## src/rtl/mem_arb_pkg.sv

```systemverilog
// Shared types and constants for the fetch/data memory arbiter.
// Latency: n/a (definitions only).
// Backpressure: n/a.
package mem_arb_pkg;

    typedef enum logic [1:0] {
        ST_IDLE  = 2'd0,
        ST_ISSUE = 2'd1,
        ST_WAIT  = 2'd2
    } state_t;

    localparam int MMIO_SEL_BIT = 22;
    localparam int LED_W        = 6;

    // Request captured at grant time and replayed to the RAM in ISSUE.
    typedef struct packed {
        logic [31:0] addr;
        logic [31:0] wdata;
        logic [3:0]  wmask;
        logic        we;
        logic        data_side;
        logic        mmio;
    } req_t;

endpackage

```

## src/rtl/mem_arb_rr.sv

```systemverilog
// Two-way round-robin pick between the fetch and data requesters (grant=1 means data).
// Latency: combinational.
// Backpressure: none; the caller samples grant only when it can start a transaction.
module mem_arb_rr (
    input  logic i_req,
    input  logic d_req,
    input  logic last_grant,
    output logic grant
);

    // On a tie the side that did not win last time takes the slot.
    assign grant = d_req & (~i_req | ~last_grant);

endmodule

```

## src/rtl/mem_arbiter.sv

```systemverilog
// Shares one single-port RAM between instruction fetch and load/store; LED_MMIO_EN adds an LED register at d_addr[22].
// Latency: request sampled in IDLE cycle N, RAM strobe in N+1, ack pulse in N+2; one transaction per 3 cycles.
// Backpressure: requesters hold req and inputs until their ack; requests are only sampled in IDLE.
module mem_arbiter
    import mem_arb_pkg::*;
#(
    parameter int ADDR_W = 10
) (
    input  logic              clk,
    input  logic              rst,
    input  logic              i_req,
    input  logic [31:0]       i_addr,
    output logic              i_ack,
    output logic [31:0]       i_rdata,
    input  logic              d_req,
    input  logic              d_we,
    input  logic [31:0]       d_addr,
    input  logic [31:0]       d_wdata,
    input  logic [3:0]        d_wmask,
    output logic              d_ack,
    output logic [31:0]       d_rdata,
    output logic [ADDR_W-1:0] ram_addr,
    output logic [31:0]       ram_wdata,
    output logic [3:0]        ram_wmask,
    output logic              ram_we,
    output logic              ram_re,
    input  logic [31:0]       ram_rdata,
    output logic [LED_W-1:0]  leds
);

    state_t            state, state_nxt;
    req_t              lat;
    logic              last_grant;
    logic              grant;
    logic              mmio_hit;
    logic              led_wr;
    logic [LED_W-1:0]  leds_q;
    logic [31:0]       i_rdata_q;
    logic [31:0]       d_rdata_q;

    mem_arb_rr u_rr (
        .i_req      (i_req),
        .d_req      (d_req),
        .last_grant (last_grant),
        .grant      (grant)
    );

`ifdef LED_MMIO_EN
    assign mmio_hit = d_addr[MMIO_SEL_BIT];
`else
    assign mmio_hit = 1'b0;
`endif

    always_ff @(posedge clk) begin
        if (rst) begin
            state      <= ST_IDLE;
            last_grant <= 1'b1;
            lat        <= '0;
            leds_q     <= '1;
            i_rdata_q  <= '0;
            d_rdata_q  <= '0;
        end else begin
            state <= state_nxt;
            if (state == ST_IDLE && (i_req || d_req)) begin
                last_grant    <= grant;
                lat.addr      <= grant ? d_addr : i_addr;
                lat.wdata     <= grant ? d_wdata : 32'd0;
                lat.wmask     <= grant ? d_wmask : 4'd0;
                lat.we        <= grant & d_we;
                lat.data_side <= grant;
                lat.mmio      <= grant & mmio_hit;
            end
            if (led_wr) leds_q <= ~lat.wdata[LED_W-1:0];
            if (i_ack)  i_rdata_q <= i_rdata;
            if (d_ack)  d_rdata_q <= d_rdata;
        end
    end

    always_comb begin
        state_nxt = state;
        ram_addr  = '0;
        ram_wdata = '0;
        ram_wmask = '0;
        ram_we    = 1'b0;
        ram_re    = 1'b0;
        led_wr    = 1'b0;
        i_ack     = 1'b0;
        d_ack     = 1'b0;
        i_rdata   = i_rdata_q;
        d_rdata   = d_rdata_q;
        case (state)
            ST_IDLE: begin
                if (i_req || d_req) state_nxt = ST_ISSUE;
            end
            ST_ISSUE: begin
                state_nxt = ST_WAIT;
                ram_addr  = lat.addr[ADDR_W+1:2];
                ram_wdata = lat.wdata;
                ram_wmask = lat.we ? lat.wmask : 4'd0;
                ram_we    = lat.we & ~lat.mmio;
                ram_re    = ~lat.we & ~lat.mmio;
                led_wr    = lat.mmio & lat.we & lat.wmask[0];
            end
            ST_WAIT: begin
                state_nxt = ST_IDLE;
                // Reset in WAIT aborts the transaction, so the ack is suppressed too.
                if (!rst) begin
                    i_ack = ~lat.data_side;
                    d_ack = lat.data_side;
                    if (!lat.we) begin
                        if (lat.data_side)
                            d_rdata = lat.mmio ? {{(32-LED_W){1'b0}}, ~leds_q} : ram_rdata;
                        else
                            i_rdata = ram_rdata;
                    end
                end
            end
            default: state_nxt = ST_IDLE;
        endcase
    end

    assign leds = leds_q;

    // Address bits outside the RAM word range are deliberately dropped.
    logic unused_addr_bits;
    assign unused_addr_bits = &{1'b0, lat.addr[31:ADDR_W+2], lat.addr[1:0]};

endmodule

```

## config.mk

```make
export PLATFORM = sky130hd
export DESIGN_NAME = mem_arbiter
export DESIGN_NICKNAME = d
export VERILOG_FILES = /design/src/rtl/mem_arb_pkg.sv /design/src/rtl/mem_arb_rr.sv /design/src/rtl/mem_arbiter.sv
export SDC_FILE = /design/constraint.sdc
export NUM_CORES = 1
export LEC_CHECK = 0
export ABC_AREA = 0
export BUFFER_PORTS_ARGS = -buffer_cell sky130_fd_sc_hd__buf_2
export CORE_MARGIN = 5
export CORE_UTILIZATION = 49
export CTS_CLUSTER_SIZE = 20
export DETAILED_ROUTE_END_ITERATION = 12
export HOLD_SLACK_MARGIN = 0.15
export PLACE_DENSITY_LB_ADDON = 0.2
export SYNTH_ARGS = -nofsm -noshare
export SYNTH_HDL_FRONTEND = slang
export SYNTH_SLANG_ARGS = --single-unit
```

## constraint.sdc

```tcl
create_clock -name clk -period 4.3 [get_ports clk]
set_input_delay 0.215 -clock clk [delete_from_list [all_inputs] [get_ports clk]]
set_output_delay 0.215 -clock clk [all_outputs]
set_load 0.01 [all_outputs]
```

[After elaboration in Yosys (flattened, before gate mapping)]
Index checks and enable logic that the tools add are counted.
Word-level totals
  input port bits: 137
  RAM bits: 0
  bits in latches: 0
  memories: 0
  word-level logic and storage cells: 45
  flip-flop bits (word level): 117
  output and inout bits: 120
  memory bits (read-only): 0
Operators by class
  bitwise gates (word level): 7
  $lt $le $gt $ge: 0
  reduce and logical (&&, ||, !) cells: 3
  multipliers: 0
  div/mod/pow operators: 0
  add/subtract/negate cells: 0
  equality and inequality tests: 3
  multiplexer cells: 23
  shift operators: 0
Operators with widths (number)
  $mux 32: 10
  $mux 12: 1
  $mux 4: 3
  $mux 10: 1
  $mux 1: 6
  $not 1->1: 4
  $pmux 2 s2: 1
  $and 1x1->1: 2
  $eq 2x1->1 const B: 1
  $eq 2x2->1 const B: 1
  $logic_not 2->1: 1
  $mux 2: 1
  $ne 2x1->1 const B: 1
  $logic_and 1x1->1: 1
  $logic_or 1x1->1: 1
  $or 1x1->1: 1

[Longest topological paths before layout]
  depth after elaboration: 4
  depth in mapped cells: 6
  mapped depth without buffers: 3

[By module]
Synthesis repeated with hierarchy kept, for this count alone.
Unflattened totals
  cells, all modules: 568
  area total of the unflattened synthesis: 5048.6 um2
By module, submodules not included
  mem_arbiter: area an instance 5037.3 um2, cells each 567, times used 1
  mem_arb_rr: area an instance 11.3 um2, cells each 1, times used 1

[Worst setup path after synthesis]
OpenSTA, ideal clock, no wires.
  kind: register to output
  from: reg lat[2] (netlist bit)
  to: out i_rdata[19]
  path buffers: 2
  cell stages (with the launch flop): 6
  required time: 4.085 ns
  slack: 2.822 ns
  data arrival time: 1.263 ns
  cell sequence: dfxtp_1 -> or3b_1 -> buf_6 -> buf_6 -> o21ai_1 -> nand2_1
On the way
  cells in the longest elaborated chain, start to end: 3
Ends and longest elaborated chain
  start: declaration: line mem_arbiter.sv:32  | req_t lat;
  $mux 32: line mem_arbiter.sv:110  | if (!lat.we) begin
  $mux 32: line mem_arbiter.sv:107  | if (!rst) begin
  $mux 32: line mem_arbiter.sv:91  | case (state)
  end: declaration: line mem_arbiter.sv:14  | output logic [31:0] i_rdata,
No other way between the ends.

[Final worst setup path]
  from: reg lat[2] (netlist bit)
  to: out d_rdata[17]
On the way
  cells in the longest elaborated chain, start to end: 3
Ends and longest elaborated chain
  $mux 32: line mem_arbiter.sv:110
  $mux 32: line mem_arbiter.sv:107
  $mux 32: line mem_arbiter.sv:91
  end: declaration: line mem_arbiter.sv:21  | output logic [31:0] d_rdata,
No other way between the ends.

==> metrics <==
status finished, final reports clean; final hold violation count 0; effective utilization at floorplan 0.498; worst hold start rst; CP Capture Type output pin; Die Wd approximately 110 um; Clock Latency Late Sink 0.51 ns; Max stage delay on crit path 0.66 ns; largest net degree at the start of global routing approximately 80; post-synthesis adder-cell area fraction 0; Max Fclk around 380 MHz; simple-gate share of the synthesized area 0.214; Seq cells post-synth around 120; XOR/XNOR Fraction of Synth Area 0; total core area 9730 sq um; global placement routability congestion about 0.80; Critical-path top delay cell or3b_2; routed vias 5386; critical path, cell by cell or3b_2 -> buf_4 -> o21ai_1 -> nand2_1 -> buf_2; first-pass GRT wire length 25900 um; root buf cell clkbuf_8; syn avg cell area 8.34 sq um; Clock Tree Buf Depth 2; Port Buffer Count between 200 and 250; hpwl dp around 9600 um; detailed-router iteration count before antenna repair 7; Ys Warns 0; Worst-path clk slew approximately 0.050 ns; starting DRC count in detailed routing 375; Post-Synthesis Cells 581; final core utilization 0.751; clock sinks around 120; Max Cap Violations 0; ranking of synthesized cells by area dfxtp_1 48%, a21oi_1 8.0%, a22o_1 6.7%, nand3_1 6.6%, nand2_1 6.5%; Total Routed Length around 17000 um; post-route setup TNS 0 ns; multiplexer area fraction after synthesis 0; period utilisation layout 0.620; vias in the first global route between 5000 and 6000; Worst Skew just over 0.009 ns; Lkg Pwr approximately 3.7 nW; largest area contributor in the netlist dfxtp_1; crit path from lat[2]; largest fanout on the critical path 52; CP bufs+invs 2; type of origin of the critical path register; die area approximately 12000 sq um; critical path arrival 2.45 ns; Seq/Total Area, Yosys 0.475; Final Slew Violations 0; die height around 110 um; post-synth top area share 0.475; Setup Viol. Count Final 0; Power Density approximately 390 nW/um^2; initial antenna violation count 0; RSZ-0062 raised after global routing no; Post-route DRC 0; Synth-to-Final Area Change 50.9%; Peak VDD IR 0.000250 V; fraction of layout cells with a size suffix above 1 0.299; compound-cell area share of the yosys netlist 0.242; worst r2r src state[0]; std cell rows 36; gr usage total 0.274; CTS H-tree lvls 4; total CTS buffers 17; synthesized area 4840 sq um; type of the worst min-delay path input port to register; ANT nets after route 0; crit path time final about 2.7 ns; Critical Path RT around 4.1 ns; IO Count approximately 260; Worst Tran Pin Value between 0.9 and 1 ns; via/cell ratio approximately 5.4; dominant combinational cell family by area after synthesis compound AO/OA/AOI/OAI gates; family with the most delay on the worst path simple AND/OR/NAND/NOR gates; critical path class register to output pin; Rel. slew slack 0.389; nets@finish roughly 990; GRT overflow 0; drt wl/cell ~17 um; library cells used by synthesis 27; CTS tree yes
cells in the mapped netlist (all sizes together):
cell / instances
dfxtp: 115
nand2: 84
a21oi: 77
nand3: 64
o21ai: 64
and2: 44
a22o: 37
clkbuf: 31
buf: 28
a311oi: 10
and3: 6
nor2: 6
nand2b: 3
nor2b: 3
or2: 2
a21bo: 1
a21boi: 1
a21o: 1
conb: 1
nor3b: 1
o21bai: 1
or3b: 1
per-layer routing:
metal | track usage | vias up | wire [um]
met5 | 0 | - | 0
met4 | 0.0988 | 0 | 390
met3 | 0.0857 | 31 | 1440
met2 | 0.469 | 295 | 8340
met1 | 0.324 | 2492 | 6410
li1 | - | 2568 | -
flip-flops by register name (all words and copies together), names as in the netlist:
signal      flops
i_rdata_q      32
last_grant      1
lat            48
d_rdata_q      32
state           2
cells by family (layout without fill, tap and decap cells):
family          Yosys count  after routing
compound gates          192            192
buf+inv                  59            338
flops                   115            115
other cells               1              7
simple gates            214            214
layout by cell type (no fill, tap or decap), drive strengths merged:
cell type,synthesis,routed
and3,6,6
nor3b,1,1
clkinv,0,4
nor2,6,6
nor2b,3,3
a21oi,77,77
nand2b,3,3
nand3,64,64
dlygate4sd3,0,91
a21boi,1,1
buf,28,215
dfxtp,115,115
o21bai,1,1
conb,1,6
clkinvlp,0,3
a22o,37,37
or2,2,2
or3b,1,1
nand2,84,84
diode,0,1
a21bo,1,1
a21o,1,1
a311oi,10,10
o21ai,64,64
bufinv,0,2
and2,44,44
clkbuf,31,23
worst register-to-register path: stages, from the launching register on:
cell	delay [ns]
dfxtp_1	0.37
nor2_1	0.73
and2_1	0.51
a311oi_1	0.19
dlygate4sd3_1	0.61
worst paths after layout:
| check | slack [ns] | to | depth (start not counted) |
|---|---|---|---|
| worst max-delay path | 1.64 | d_rdata[17] | 5 |
| worst min-delay path | 0.38 | state[1] | 3 |
| worst min register to register | 0.47 | lat[9] | 1 |
| worst max register to register | 1.78 | lat[49] | 4 |
report_power, final:
group | internal [mW] | switching, mW
Clock | 0.880 | 0.472
Sequential | 1.11 | 0.0227
Combinational | 0.162 | 0.201
Total | 2.15 | 0.695
stage by stage:
| step | setup WS [ns] | std cells | total power, mW | hold slack (ns) | cell area (sq um) |
|---|---|---|---|---|---|
| CTS | 1.61 | 998 | 2.84 | 0.382 | 7310 |
| floorplan | 2.82 | 586 | 1.32 | 0.348 | 4860 |
| finish | 1.64 | 999 | 2.84 | 0.383 | 7310 |
| global route | 1.42 | 998 | 2.95 | 0.407 | 7310 |
| detailed placement | 2.13 | 875 | 1.42 | 0.437 | 5820 |
| global placement | 2.18 | 875 | 1.42 | 0.432 | 5820 |
final cells by class:
type                    instances  area [sq um]
fillers                       675          2420
multi-input cells             412          2250
flip-flops and latches        115          2300
diodes                          1          2.50
well taps                     133           166
clock inverters                 9           103
clock buffers                  23           477
repair buffers                306          2010
what timing repair did:
action,4_1_cts,5_1_grt
hold endpoints to repair,112,0
buffers inserted,0,0
resized for setup,0,0
hold buffers,91,0
No activity file was read; power rests on OpenSTA's default activity.
